**src/rtl/circle_ctrl.sv**
```systemverilog
// Control FSM for the midpoint-circle datapath: optional black clear sweep,
// then the 8-octant plot loop with offset/error update until the arc closes.
module circle_ctrl #(
  parameter int XMAX = 159,
  parameter int YMAX = 119
) (
  input  logic       CLOCK_50,
  input  logic       resetn,
  input  logic       start,
  input  logic       clear_en,
  input  logic       oct_last,
  input  logic       crit_pos,
  input  logic       loop_done,
  output logic       init,
  output logic       xy_load,
  output logic       oct_en,
  output logic       oct_clr,
  output logic       y_off_en,
  output logic       x_off_en,
  output logic       crit_en,
  output logic       crit_sel,
  output logic       pix_sel,
  output logic [7:0] clr_x,
  output logic [6:0] clr_y,
  output logic       plot,
  output logic       busy,
  output logic       done
);

  localparam logic [7:0] XLAST = 8'(XMAX);
  localparam logic [6:0] YLAST = 7'(YMAX);

  typedef enum logic [3:0] {
    S_IDLE,
    S_CLEAR,
    S_INIT,
    S_PLOT_LOAD,
    S_PLOT_DRAW,
    S_STEP_Y,
    S_DECIDE,
    S_CRIT,
    S_DONE
  } state_t;

  state_t     state_q, state_d;
  logic [7:0] clr_x_q, clr_x_d;
  logic [6:0] clr_y_q, clr_y_d;
  logic       dec_q, dec_d;

  always_ff @(posedge CLOCK_50 or negedge resetn) begin
    if (!resetn) begin
      state_q <= S_IDLE;
      clr_x_q <= '0;
      clr_y_q <= '0;
      dec_q   <= 1'b0;
    end else begin
      state_q <= state_d;
      clr_x_q <= clr_x_d;
      clr_y_q <= clr_y_d;
      dec_q   <= dec_d;
    end
  end

  always_comb begin
    state_d = state_q;
    clr_x_d = clr_x_q;
    clr_y_d = clr_y_q;
    dec_d   = dec_q;
    unique case (state_q)
      S_IDLE: begin
        if (start) begin
          if (clear_en) begin
            state_d = S_CLEAR;
            clr_x_d = '0;
            clr_y_d = '0;
          end else begin
            state_d = S_INIT;
          end
        end
      end
      S_CLEAR: begin
        if (clr_x_q == XLAST) begin
          clr_x_d = '0;
          if (clr_y_q == YLAST) begin
            clr_y_d = '0;
            state_d = S_INIT;
          end else begin
            clr_y_d = clr_y_q + 7'd1;
          end
        end else begin
          clr_x_d = clr_x_q + 8'd1;
        end
      end
      S_INIT:      state_d = S_PLOT_LOAD;
      S_PLOT_LOAD: state_d = S_PLOT_DRAW;
      // oct_last reflects the octant being drawn now, before oct_en advances it
      S_PLOT_DRAW: state_d = oct_last ? S_STEP_Y : S_PLOT_LOAD;
      S_STEP_Y: begin
        dec_d   = crit_pos;
        state_d = S_DECIDE;
      end
      S_DECIDE:    state_d = S_CRIT;
      S_CRIT:      state_d = loop_done ? S_DONE : S_PLOT_LOAD;
      S_DONE:      if (!start) state_d = S_IDLE;
      default:     state_d = S_IDLE;
    endcase
  end

  always_comb begin
    init     = 1'b0;
    xy_load  = 1'b0;
    oct_en   = 1'b0;
    oct_clr  = 1'b0;
    y_off_en = 1'b0;
    x_off_en = 1'b0;
    crit_en  = 1'b0;
    crit_sel = 1'b0;
    pix_sel  = 1'b0;
    plot     = 1'b0;
    done     = 1'b0;
    clr_x    = clr_x_q;
    clr_y    = clr_y_q;
    busy     = (state_q != S_IDLE) && (state_q != S_DONE);
    unique case (state_q)
      S_CLEAR: begin
        pix_sel = 1'b1;
        plot    = 1'b1;
      end
      S_INIT:      init = 1'b1;
      S_PLOT_LOAD: xy_load = 1'b1;
      S_PLOT_DRAW: begin
        plot   = 1'b1;
        oct_en = 1'b1;
      end
      S_STEP_Y:    y_off_en = 1'b1;
      S_DECIDE:    x_off_en = dec_q;
      S_CRIT: begin
        crit_en  = 1'b1;
        crit_sel = ~dec_q;
        oct_clr  = 1'b1;
      end
      S_DONE:      done = 1'b1;
      default: ;
    endcase
  end

endmodule
```
**config.mk**
```make
export PLATFORM = sky130hd
export DESIGN_NAME = circle_ctrl
export DESIGN_NICKNAME = d
export VERILOG_FILES = /design/src/rtl/circle_ctrl.sv
export SDC_FILE = /design/constraint.sdc
export NUM_CORES = 1
export LEC_CHECK = 0
export BUFFER_PORTS_ARGS = -buffer_cell sky130_fd_sc_hd__buf_2
export CELL_PAD_IN_SITES_DETAIL_PLACEMENT = 1
export CELL_PAD_IN_SITES_GLOBAL_PLACEMENT = 1
export CORE_ASPECT_RATIO = 1.2
export CORE_MARGIN = 2
export CORE_UTILIZATION = 38
export CTS_CLUSTER_DIAMETER = 100
export DETAILED_ROUTE_END_ITERATION = 10
export HOLD_SLACK_MARGIN = 0.05
export PLACE_DENSITY = 0.85
export SLEW_MARGIN = 20
export SYNTH_ARGS = -nofsm -noshare
export SYNTH_HDL_FRONTEND = slang
export SYNTH_SLANG_ARGS = --single-unit
```
**constraint.sdc**
```tcl
create_clock -name CLOCK_50 -period 2.3 [get_ports CLOCK_50]
set_clock_uncertainty 0.15 [all_clocks]
set_input_delay 0.115 -clock CLOCK_50 [delete_from_list [all_inputs] [get_ports CLOCK_50]]
set_output_delay 0.115 -clock CLOCK_50 [all_outputs]
set_load 0.005 [all_outputs]
```
After elaboration in Yosys (flattened, before gate mapping)

Cells that the tools add are included.

Register bits after elaboration: 20
Latch bits: 0
RAM bits: 0
Memory bits (read-only): 0
Output and inout bits: 27
Word-level logic and storage cells: 58
Memories: 0

$add $sub $neg: 2
Multiply operators: 0
Div/mod/pow operators: 0
$lt $le $gt $ge: 0
Equal/unequal tests: 16
Shifts and indexed selects: 0
Multiplexer cells: 27
Bitwise operators: 1
Reduce and logical (&&, ||, !) cells: 8

Operators by type and width:

| cell                                                 | number |
|---|---|
| one-hot mux 4 bit (9 select lines)                   | 1 |
| two-way mux 7 bit                                    | 4 |
| two-way mux 8 bit                                    | 3 |
| two-way mux 4 bit                                    | 5 |
| equality test 4 x 3 -> 1 bit (second input constant) | 4 |
| one-hot mux 8 bit (2 select lines)                   | 1 |
| one-hot mux 7 bit (2 select lines)                   | 1 |
| two-way mux 1 bit                                    | 10 |
| != test 2 bit (second input constant)                | 5 |
| adder 8 x 1 -> 8 bit (second input constant)         | 1 |
| equality test 4 x 2 -> 1 bit (second input constant) | 2 |
| equality test 8 bit (second input constant)          | 1 |
| AND reduction 4 bit                                  | 2 |
| adder 7 x 1 -> 7 bit (second input constant)         | 1 |
| equality test 7 bit (second input constant)          | 1 |
| equality test 4 x 1 -> 1 bit (second input constant) | 1 |
| equality test 4 bit (second input constant)          | 1 |
| logical NOT 4 bit                                    | 1 |
| != test 4 bit (second input constant)                | 1 |
| nonzero test 4 bit                                   | 1 |
| two-way mux 3 bit                                    | 1 |
| AND reduction 3 bit                                  | 1 |
| two-way mux 2 bit                                    | 1 |
| nonzero test 2 bit                                   | 1 |
| 3 further kinds                                      | 3 |

Logic depth before layout (Yosys ltp)

Gate-level depths: netlist (run 1).

Depth in word-level cells: 4
Mapped depth: 7
Gate-level depth less buffers: 5

Worst setup path before layout (run 1)

OpenSTA, ideal clock, no wires.

Kind: register to register
Start point: reg clr_x_q[0] (netlist: clr_x[0])
End point: reg clr_y_q[3] (netlist: clr_y[3])
Arrival: 1592 ps
Path slack: 448 ps
Stages on the path, launching flop included: 6
Buffers on the path: 0
Cell sequence: dfrtp_1 > ha_1 > nand4bb_1 > o21ai_1 > nand2_1 > o41ai_1

Word-level cells in the longest chain between the ends: 3

RTL lines:

| element                              | RTL line | source |
|---|---|---|
| start: declaration                   | 46       | `logic [7:0] clr_x_q, clr_x_d;` |
| start signal: assignment             | 58       | `clr_x_q <= clr_x_d;` |
| equality test 8 bit                  | 82       | `if (clr_x_q == XLAST) begin` |
| != test 2 bit (no source line)       | -        |  |
| AND reduction 4 bit (no source line) | -        |  |
| end signal: assignment               | 59       | `clr_y_q <= clr_y_d;` |
| end: declaration                     | 47       | `logic [6:0] clr_y_q, clr_y_d;` |

Every way passes these cells.
A chain may end at the register's enable or synchronous reset.

Worst setup path in the final report (run 1)

Start point: reg state_q[3]
End point: reg clr_y_q[5] (netlist: clr_y[5])

Word-level cells in the longest chain between the ends: 3
Elaborated cells on any way between the ends: 8

RTL lines:

| element                                                              | RTL line | source |
|---|---|---|
| start: declaration                                                   | 45       | `state_t state_q, state_d;` |
| start signal: assignment                                             | 57       | `state_q <= state_d;` |
| equality test 4 x 1 -> 1 bit or logical NOT 4 bit (tied branches)    | 69       | `unique case (state_q)` |
| != test 2 bit (no source line) or nonzero test 2 bit (tied branches) | -        |  |
| AND reduction 4 bit (no source line)                                 | -        |  |

Several ways; a longest one is shown, not always the timed one.

==> tab_implementation.tex, run 1 <==
\begin{tabular}{lr}
\hline
Metric & Value \\
\hline
\multicolumn{2}{l}{\textbf{Placement}} \\
\quad Final weighted congestion of routability-driven global placement & 0.7854 \\
\quad IO buf count & 33 \\
\quad Placed standard-cell area & 1424 um2 \\
\quad Worst slack at placement & 133.8 ps \\
\quad Estimated wirelength of the detail-placed design & 2623 um \\
\multicolumn{2}{l}{\textbf{Detailed routing}} \\
\quad Post-route antenna net violation count & 0 \\
\quad First-pass detailed-route iteration total & 4 \\
\quad Number of remaining DRC errors & 0 \\
\quad Initial drt markers & 33 \\
\quad Detail-routed via count per cell & 5.572 \\
\quad Final WL & 3567 um \\
\quad Average wire per standard cell & 16.59 um \\
\quad Via count & 1198 \\
\multicolumn{2}{l}{\textbf{STA}} \\
\quad Worst slew slack as a fraction of its limit & 66.59\% \\
\quad Final critical-path setup slack & 88.12 ps \\
\quad Max-slew violation total from the final report & 0 \\
\quad Actual slew at the worst max-slew pin & 501.2 ps \\
\quad Final hold vios & 0 \\
\quad Part of the cycle the worst path needs & 96.17\% \\
\quad Final-layout setup total negative slack & 0 ps \\
\quad Clock period minus worst slack & 2212 ps \\
\quad RSZ-0062 raised after global routing & no \\
\quad Final count of negative-setup-slack endpoints & 0 \\
\quad Achievable frequency & 0.4521 GHz \\
\quad Hold Slack & 119.7 ps \\
\multicolumn{2}{l}{\textbf{Synthesis}} \\
\quad Netlist cell types & 44 \\
\quad Cell taking the most area after synthesis & dfrtp\_1 \\
\quad Post-synthesis net count & 147 \\
\quad Top-area cell type share of the netlist area & 40.82\% \\
\quad Synthesized area per cell & 8.885 um2 \\
\quad Synth warn & 0 \\
\quad Flip-flop and latch count after synthesis & 20 \\
\quad Gate Count Post-Synth & 138 \\
\quad Sequential share of the synthesized area & 40.82\% \\
\quad Prevailing post-synth register cell & dfrtp\_1 \\
\quad Fraction of registers with async set/reset & 100.0\% \\
\quad Post-synth design cell area & 1226 um2 \\
\quad Number of enable flip-flop cells after synthesis & 0 \\
\quad Cell types occupying the most area after synthesis & dfrtp\_1, nand2\_1, nor2\_1 \\
\multicolumn{2}{l}{\textbf{Global routing}} \\
\quad Overflow left after global routing & 0 \\
\quad Wire length of the first global-routing pass & 6134 um \\
\quad Maximum number of pins on one net before global-route repair & 21 \\
\quad Initial antenna violation count & 0 \\
\quad Number of global-route vias before repair & 1280 \\
\quad Overall track demand over capacity in global routing & 21.09\% \\
\multicolumn{2}{l}{\textbf{Power and ir drop}} \\
\quad Standby leakage power & 0.7498 nW \\
\quad Max rail drop VDD & 0.5238 mV \\
\quad PD cells & 1142 nW/um2 \\
\quad Total power consumption of the routed design & 0.001773 W \\
\multicolumn{2}{l}{\textbf{Clocking}} \\
\quad CTS clock-pin slew for the worst setup and hold paths & 130 ps \\
\quad TritonCTS clock tree & built \\
\quad Clock Tree Buf Depth & 2 \\
\quad Number of clock sinks & 20 \\
\quad TritonCTS buffer count & 3 \\
\quad Count of H-tree levels built during CTS & 1 \\
\quad Clock latency on the worst-skew pair & 310 ps \\
\quad Clock Root Buffer & clkbuf\_4 \\
\multicolumn{2}{l}{\textbf{Die}} \\
\quad FP Rows & 22 \\
\quad Area of the core & 3083 um2 \\
\quad Initial standard-cell utilization of the core & 39.77\% \\
\quad Ports placed on the boundary & 34 \\
\quad Die width & 55.86 um \\
\quad Die height & 66.23 um \\
\quad Floorplan die area & 3699 um2 \\
\multicolumn{2}{l}{\textbf{Worst setup path}} \\
\quad Largest delay contributor family on the critical path & simple AND/OR/NAND/NOR gates \\
\quad Worst endpoint data arrival time & 2260 ps \\
\quad Worst path cell trace & or4b\_1 > clkinv\_8 > o21a\_1 > nor2\_1 > a22o\_1 \\
\quad Worst reg2reg path endpoint & clr\_y[5] \\
\quad Logic depth of the worst register-to-register path & 5 \\
\quad Max Fanout on Critical Path & 14 \\
\quad Reg-to-reg critical path startpoint & state\_q[3] \\
\quad Critical path buffer and inverter count & 1 \\
\quad Startpoint type of the worst setup path & flop \\
\quad Crit-path max cell delay & 760 ps \\
\quad Sort of element at the end of the critical path & flop \\
\quad Slowest stage cell, crit path & or4b\_1 \\
\quad Reg2Reg Setup Slack & 90 ps \\
\quad Critical path required time & 2350 ps \\
\quad Worst setup path category & reg2reg \\
\multicolumn{2}{l}{\textbf{Layout}} \\
\quad Total inserted antenna cells & 0 \\
\quad Final-layout fill cell count & 382 \\
\quad Fraction of final layout cells sized beyond drive strength 1 & 27.93\% \\
\quad Area growth syn-to-layout & 26.63\% \\
\quad Finished Cell Area & 1553 um2 \\
\quad \# nets final & 189 \\
\multicolumn{2}{l}{\textbf{Outcome}} \\
\quad Outcome & completed \\
\multicolumn{2}{l}{\textbf{Hold path}} \\
\quad Type of the worst min-delay path & in2async \\
\multicolumn{2}{l}{\textbf{Run}} \\
\quad MaxCap Viol Count & 0 \\
\hline
\end{tabular}
-- Yosys cell counts (2+ instances only) --
cell type,n
a21o_1,3
a21oi_1,3
a22o_1,2
a31oi_1,2
buf_4,2
buf_6,2
clkbuf_1,2
dfrtp_1,20
ha_1,2
inv_1,3
nand2_1,16
nand3_1,9
nand4_1,3
nor2_1,16
nor3_1,8
nor4_1,4
nor4b_1,2
o21ai_0,11
xnor2_1,3
-- logic make-up after synthesis --
group / count (synthesis) / share of synthesized area, %
compound gates: 31 / 17.55
xor+xnor: 4 / 2.858
fa+ha+maj: 2 / 2.040
buf+inv: 11 / 6.326
flops: 20 / 40.82
mux: 1 / 0.9183
simple gates: 69 / 29.49
-- layer usage --
| metal | routed length (um) | vias up | GRT usage, % | share of wire [%] |
|---|---|---|---|---|
| li1 | - | 584 | - | - |
| met4 | 17 | 0 | 5.357 | 0.48 |
| met1 | 1416 | 581 | 24.18 | 40 |
| met5 | 0 | - | 0 | 0 |
| met3 | 129 | 2 | 2.348 | 3.6 |
| met2 | 2002 | 31 | 41.37 | 56 |
-- worst max path at each step --
stage	start	endpoint	slack, ps	depth (start not counted)
3_3_place_gp	state_q[3]	clr_y[5]	230	5
3_5_place_dp	state_q[3]	clr_y[3]	130	5
2_1_floorplan	clr_x[0]	clr_y[3]	450	5
6_report	state_q[3]	clr_y[5]	90	5
5_1_grt	state_q[2]	clr_y[5]	0.7	5
4_1_cts	clr_x[0]	clr_y[3]	60	5
-- registers in the layout, indices dropped and copies added, names as in the netlist --
| signal | cells |
|---|---|
| clr_x | 8 |
| clr_y | 7 |
| state_q | 4 |
| dec_q | 1 |
-- layout by cell type, fill, tap and decap left out, drive strengths merged, types with 2 or more instances in the layout --
master       netlist  routed
dfrtp             20      20
xnor2              3       3
a22o               2       2
nor3               8       8
nand4              3       3
nand2             16      16
inv                3       3
dlygate4sd3        0       6
o31ai              2       2
a31oi              2       2
a21oi              3       3
ha                 2       2
nor4b              2       2
or2                2       2
buf                5      38
o21ai             12      12
clkbuf             2       3
or3                2       2
nand3              9       9
nor2              16      16
nor4               5       5
a21o               3       3
-- layout make-up --
class	count	area, um2	share of cell area [%]
multi-input cells	107	664.4	42.79
clock inverters	1	30.03	1.934
clock buffers	3	22.52	1.450
flip-flops and latches	20	500.5	32.23
well taps	36	45.04	2.901
inverters	4	27.53	1.773
repair buffers	44	262.8	16.92
-- repair_timing --
action | CTS | global route
hold buffers | 6 | 0
buffers inserted | 0 | 0
hold endpoints to repair | 25 | 0
setup endpoints to repair | 0 | 3
gates resized for setup | 0 | 3
-- power breakdown --
group | internal, W | total (W) | leakage [nW] | switching, W
Sequential | 0.000436 | 0.000529 | 0.267 | 0.0000931
Clock | 0.000176 | 0.000293 | 0.0279 | 0.000117
Combinational | 0.000382 | 0.000951 | 0.455 | 0.000569
-- worst register-to-register path: stages (launching register included) --
cell      delay (ps)
dfrtp_1          470
or4b_1           760
clkinv_8         170
o21a_1           200
nor2_1           120
a22o_1           240
-- stage by stage --
stage,util (%),instances
floorplan,-,138
finish,50.37,215
global route,50.37,215
CTS,49.84,215
global placement,46.19,205
detailed placement,46.19,205
Note: power is estimated with default switching activity, not from simulation.
==> run 2, diff against run 1 <==
Settings changed: BUFFER_PORTS_ARGS -buffer_cell sky130_fd_sc_hd__buf_2 to unset, CORE_UTILIZATION 38 to 45, DONT_BUFFER_PORTS set to 1, PLACE_DENSITY 0.85 to 0.83.
==> tab_implementation.tex, run 2 (same netlist as run 1, synthesis figures left out) <==
\begin{tabular}{lr}
\hline
Metric & Value \\
\hline
\multicolumn{2}{l}{\textbf{Outcome}} \\
\quad Outcome & completed \\
\multicolumn{2}{l}{\textbf{Worst setup path}} \\
\quad Worst endpoint data arrival time & 2250 ps (about the same) \\
\quad Reg2Reg Setup Slack & 140 ps (+50 ps) \\
\quad Startpoint type of the worst setup path & flop \\
\quad Sort of element at the end of the critical path & flop \\
\quad Logic depth of the worst register-to-register path & 5 (unchanged) \\
\quad Max Fanout on Critical Path & 9 (-5) \\
\quad Worst setup path category & reg2reg \\
\quad Worst path cell trace & buf\_4 > or3\_4 > or2\_0 > nor2\_1 > a22o\_1 \\
\quad Crit-path max cell delay & 410 ps (-350 ps) \\
\quad Critical path required time & 2400 ps (+50 ps) \\
\quad Slowest stage cell, crit path & or3\_4 \\
\multicolumn{2}{l}{\textbf{Detailed routing}} \\
\quad Final WL & 3643 um (+2.1\%) \\
\quad DR WL met3 & 118 um (-8.5\%) \\
\quad Via count & 1146 (-4.3\%) \\
\quad Detailed-routing wirelength on met1 & 1401 um (-1.1\%) \\
\quad Initial drt markers & 12 (-64\%) \\
\quad Number of remaining DRC errors & 0 (unchanged) \\
\quad Met2 layer wire length in the routed design & 2089 um (+4.3\%) \\
\quad Highest routed metal layer & met4 \\
\quad First-pass detailed-route iteration total & 4 (unchanged) \\
\quad Detail-routed via count per cell & 6.228 (+12\%) \\
\quad Average wire per standard cell & 19.80 um (+19\%) \\
\quad Post-route antenna net violation count & 0 (unchanged) \\
\multicolumn{2}{l}{\textbf{Clocking}} \\
\quad TritonCTS buffer count & 3 (unchanged) \\
\quad Number of clock sinks & 20 (unchanged) \\
\quad Setup fix buffers added after clock tree synthesis & 0 (unchanged) \\
\quad Count of H-tree levels built during CTS & 1 (unchanged) \\
\quad Clock latency on the worst-skew pair & 300 ps (about the same) \\
\quad CTS clock-pin slew for the worst setup and hold paths & 130 ps (about the same) \\
\quad TritonCTS clock tree & built \\
\quad Clock Root Buffer & clkbuf\_4 \\
\quad Clock Tree Buf Depth & 2 (unchanged) \\
\multicolumn{2}{l}{\textbf{Die}} \\
\quad Initial standard-cell utilization of the core & 48.04\% (+8.3 points) \\
\quad Floorplan die area & 3160 um2 (-15\%) \\
\quad FP Rows & 20 (-9.1\%) \\
\quad Ports placed on the boundary & 34 (unchanged) \\
\quad Die width & 51.65 um (-7.5\%) \\
\quad Die height & 61.18 um (-7.6\%) \\
\quad Area of the core & 2552 um2 (-17\%) \\
\multicolumn{2}{l}{\textbf{Layout}} \\
\quad Fraction of final layout cells sized beyond drive strength 1 & 14.57\% (-13 points) \\
\quad Filler-free cell count of the finished design & 184 (-14\%) \\
\quad Total inserted antenna cells & 0 (unchanged) \\
\quad Flip-flop count of the largest register, all copies and words added & 8 (unchanged) \\
\quad Most common cell after layout, fill and taps aside & dfrtp\_1 \\
\quad Area growth syn-to-layout & 17.14\% \\
\quad Commonest non-fill, non-tap cells in the layout & dfrtp\_1, nand2\_1, nor2\_1 \\
\quad Core utilization of the finished layout & 56.27\% (+5.9 points) \\
\quad \# nets final & 161 (-15\%) \\
\multicolumn{2}{l}{\textbf{STA}} \\
\quad Actual slew at the worst max-slew pin & 956.1 ps (+454.9 ps) \\
\quad Hold Slack & 237.7 ps (+117.9 ps) \\
\quad Max-slew violation total from the final report & 0 (unchanged) \\
\quad Part of the cycle the worst path needs & 93.89\% (-2.3 points) \\
\quad Worst slew slack as a fraction of its limit & 36.05\% (-31 points) \\
\quad Clock period minus worst slack & 2159 ps (-52.42 ps) \\
\quad Final hold vios & 0 (unchanged) \\
\quad RSZ-0062 raised after global routing & no \\
\quad Final count of negative-setup-slack endpoints & 0 (unchanged) \\
\quad Achievable frequency & 0.4631 GHz (+2.4\%) \\
\multicolumn{2}{l}{\textbf{Hold path}} \\
\quad Type of the worst min-delay path & in2async \\
\multicolumn{2}{l}{\textbf{Global routing}} \\
\quad Wire length of the first global-routing pass & 5961 um (-2.8\%) \\
\quad Maximum number of pins on one net before global-route repair & 21 (unchanged) \\
\quad Overflow left after global routing & 0 (unchanged) \\
\quad Initial antenna violation count & 0 (unchanged) \\
\quad Number of global-route vias before repair & 1237 (-3.4\%) \\
\quad Overall track demand over capacity in global routing & 25.66\% (+4.6 points) \\
\multicolumn{2}{l}{\textbf{Power and ir drop}} \\
\quad PD cells & 1217 nW/um2 (+6.5\%) \\
\quad Max rail drop VDD & 0.7084 mV (+35\%) \\
\quad Standby leakage power & 0.6106 nW (-19\%) \\
\multicolumn{2}{l}{\textbf{Placement}} \\
\quad Number of placed instances with taps included & 172 (-16\%) \\
\quad IO buf count & 0 (-100\%) \\
\quad Final weighted congestion of routability-driven global placement & 0.8117 (+3.3\%) \\
\quad Estimated wirelength of the detail-placed design & 2580 um (-1.6\%) \\
\multicolumn{2}{l}{\textbf{Run}} \\
\quad MaxCap Viol Count & 0 (unchanged) \\
\hline
\end{tabular}
==> run 2: area by class of cell <==
cell class              count  area [um2]
repair buffers             16       140.1
fillers                   316        1116
clock buffers               3       22.52
flip-flops and latches     20       500.5
well taps                  33       41.29
inverters                   4       27.53
multi-input cells         107       674.4
clock inverters             1       30.03
==> run 2: worst paths after layout <==
path	from	endpoint
setup / recovery	state_q[3]	clr_y[5]
hold / removal	resetn	clr_x[2]
setup reg to reg	state_q[3]	clr_y[5]
hold reg to reg	dec_q	dec_q
max in group asynchronous	resetn	state_q[1]
min in group CLOCK_50	clear_en	clr_x[3]
==> run 2: what timing repair did <==
item / 4_1_cts / 5_1_grt
hold buffers: 8 / 0
setup endpoints to repair: 1 / 2
endpoints found under the hold margin: 25 / 0
resized for setup: 1 / 4
==> run 2: layer usage <==
metal	up-vias	track usage, %
li1	533	-
met1	580	27.57
met2	29	50.55
met3	4	3.641
met4	0	9.774
met5	-	0
==> run 2: power by group <==
group          internal [W]  switching, W
combinational      0.000354      0.000561
sequential         0.000436      0.000104
clock              0.000176      0.000117
total              0.000966      0.000782
==> run 2: worst max-delay path: cells and delay by family, from the launching register on <==
family | cells | cell delay, ps
flip-flops | 1 | 400
AND/OR/NAND/NOR | 3 | 1180
buffers and inverters | 1 | 160
AO/OA/AOI/OAI | 1 | 200
==> run 2: through the flow <==
| stage | area, um2 | total power, W | setup TNS [ps] | worst slack [ps] |
|---|---|---|---|---|
| finish | 1436 | 0.001748 | 0 | 140.5 |
| global route | 1436 | 0.001880 | 0 | 41.30 |
| CTS | 1414 | 0.001732 | 0 | 0.9586 |
| detailed placement | 1277 | 0.001395 | -39.93 | -39.93 |
| global placement | 1277 | 0.001338 | 0 | 32.73 |
| floorplan | 1226 | 0.001169 | 0 | 448.2 |
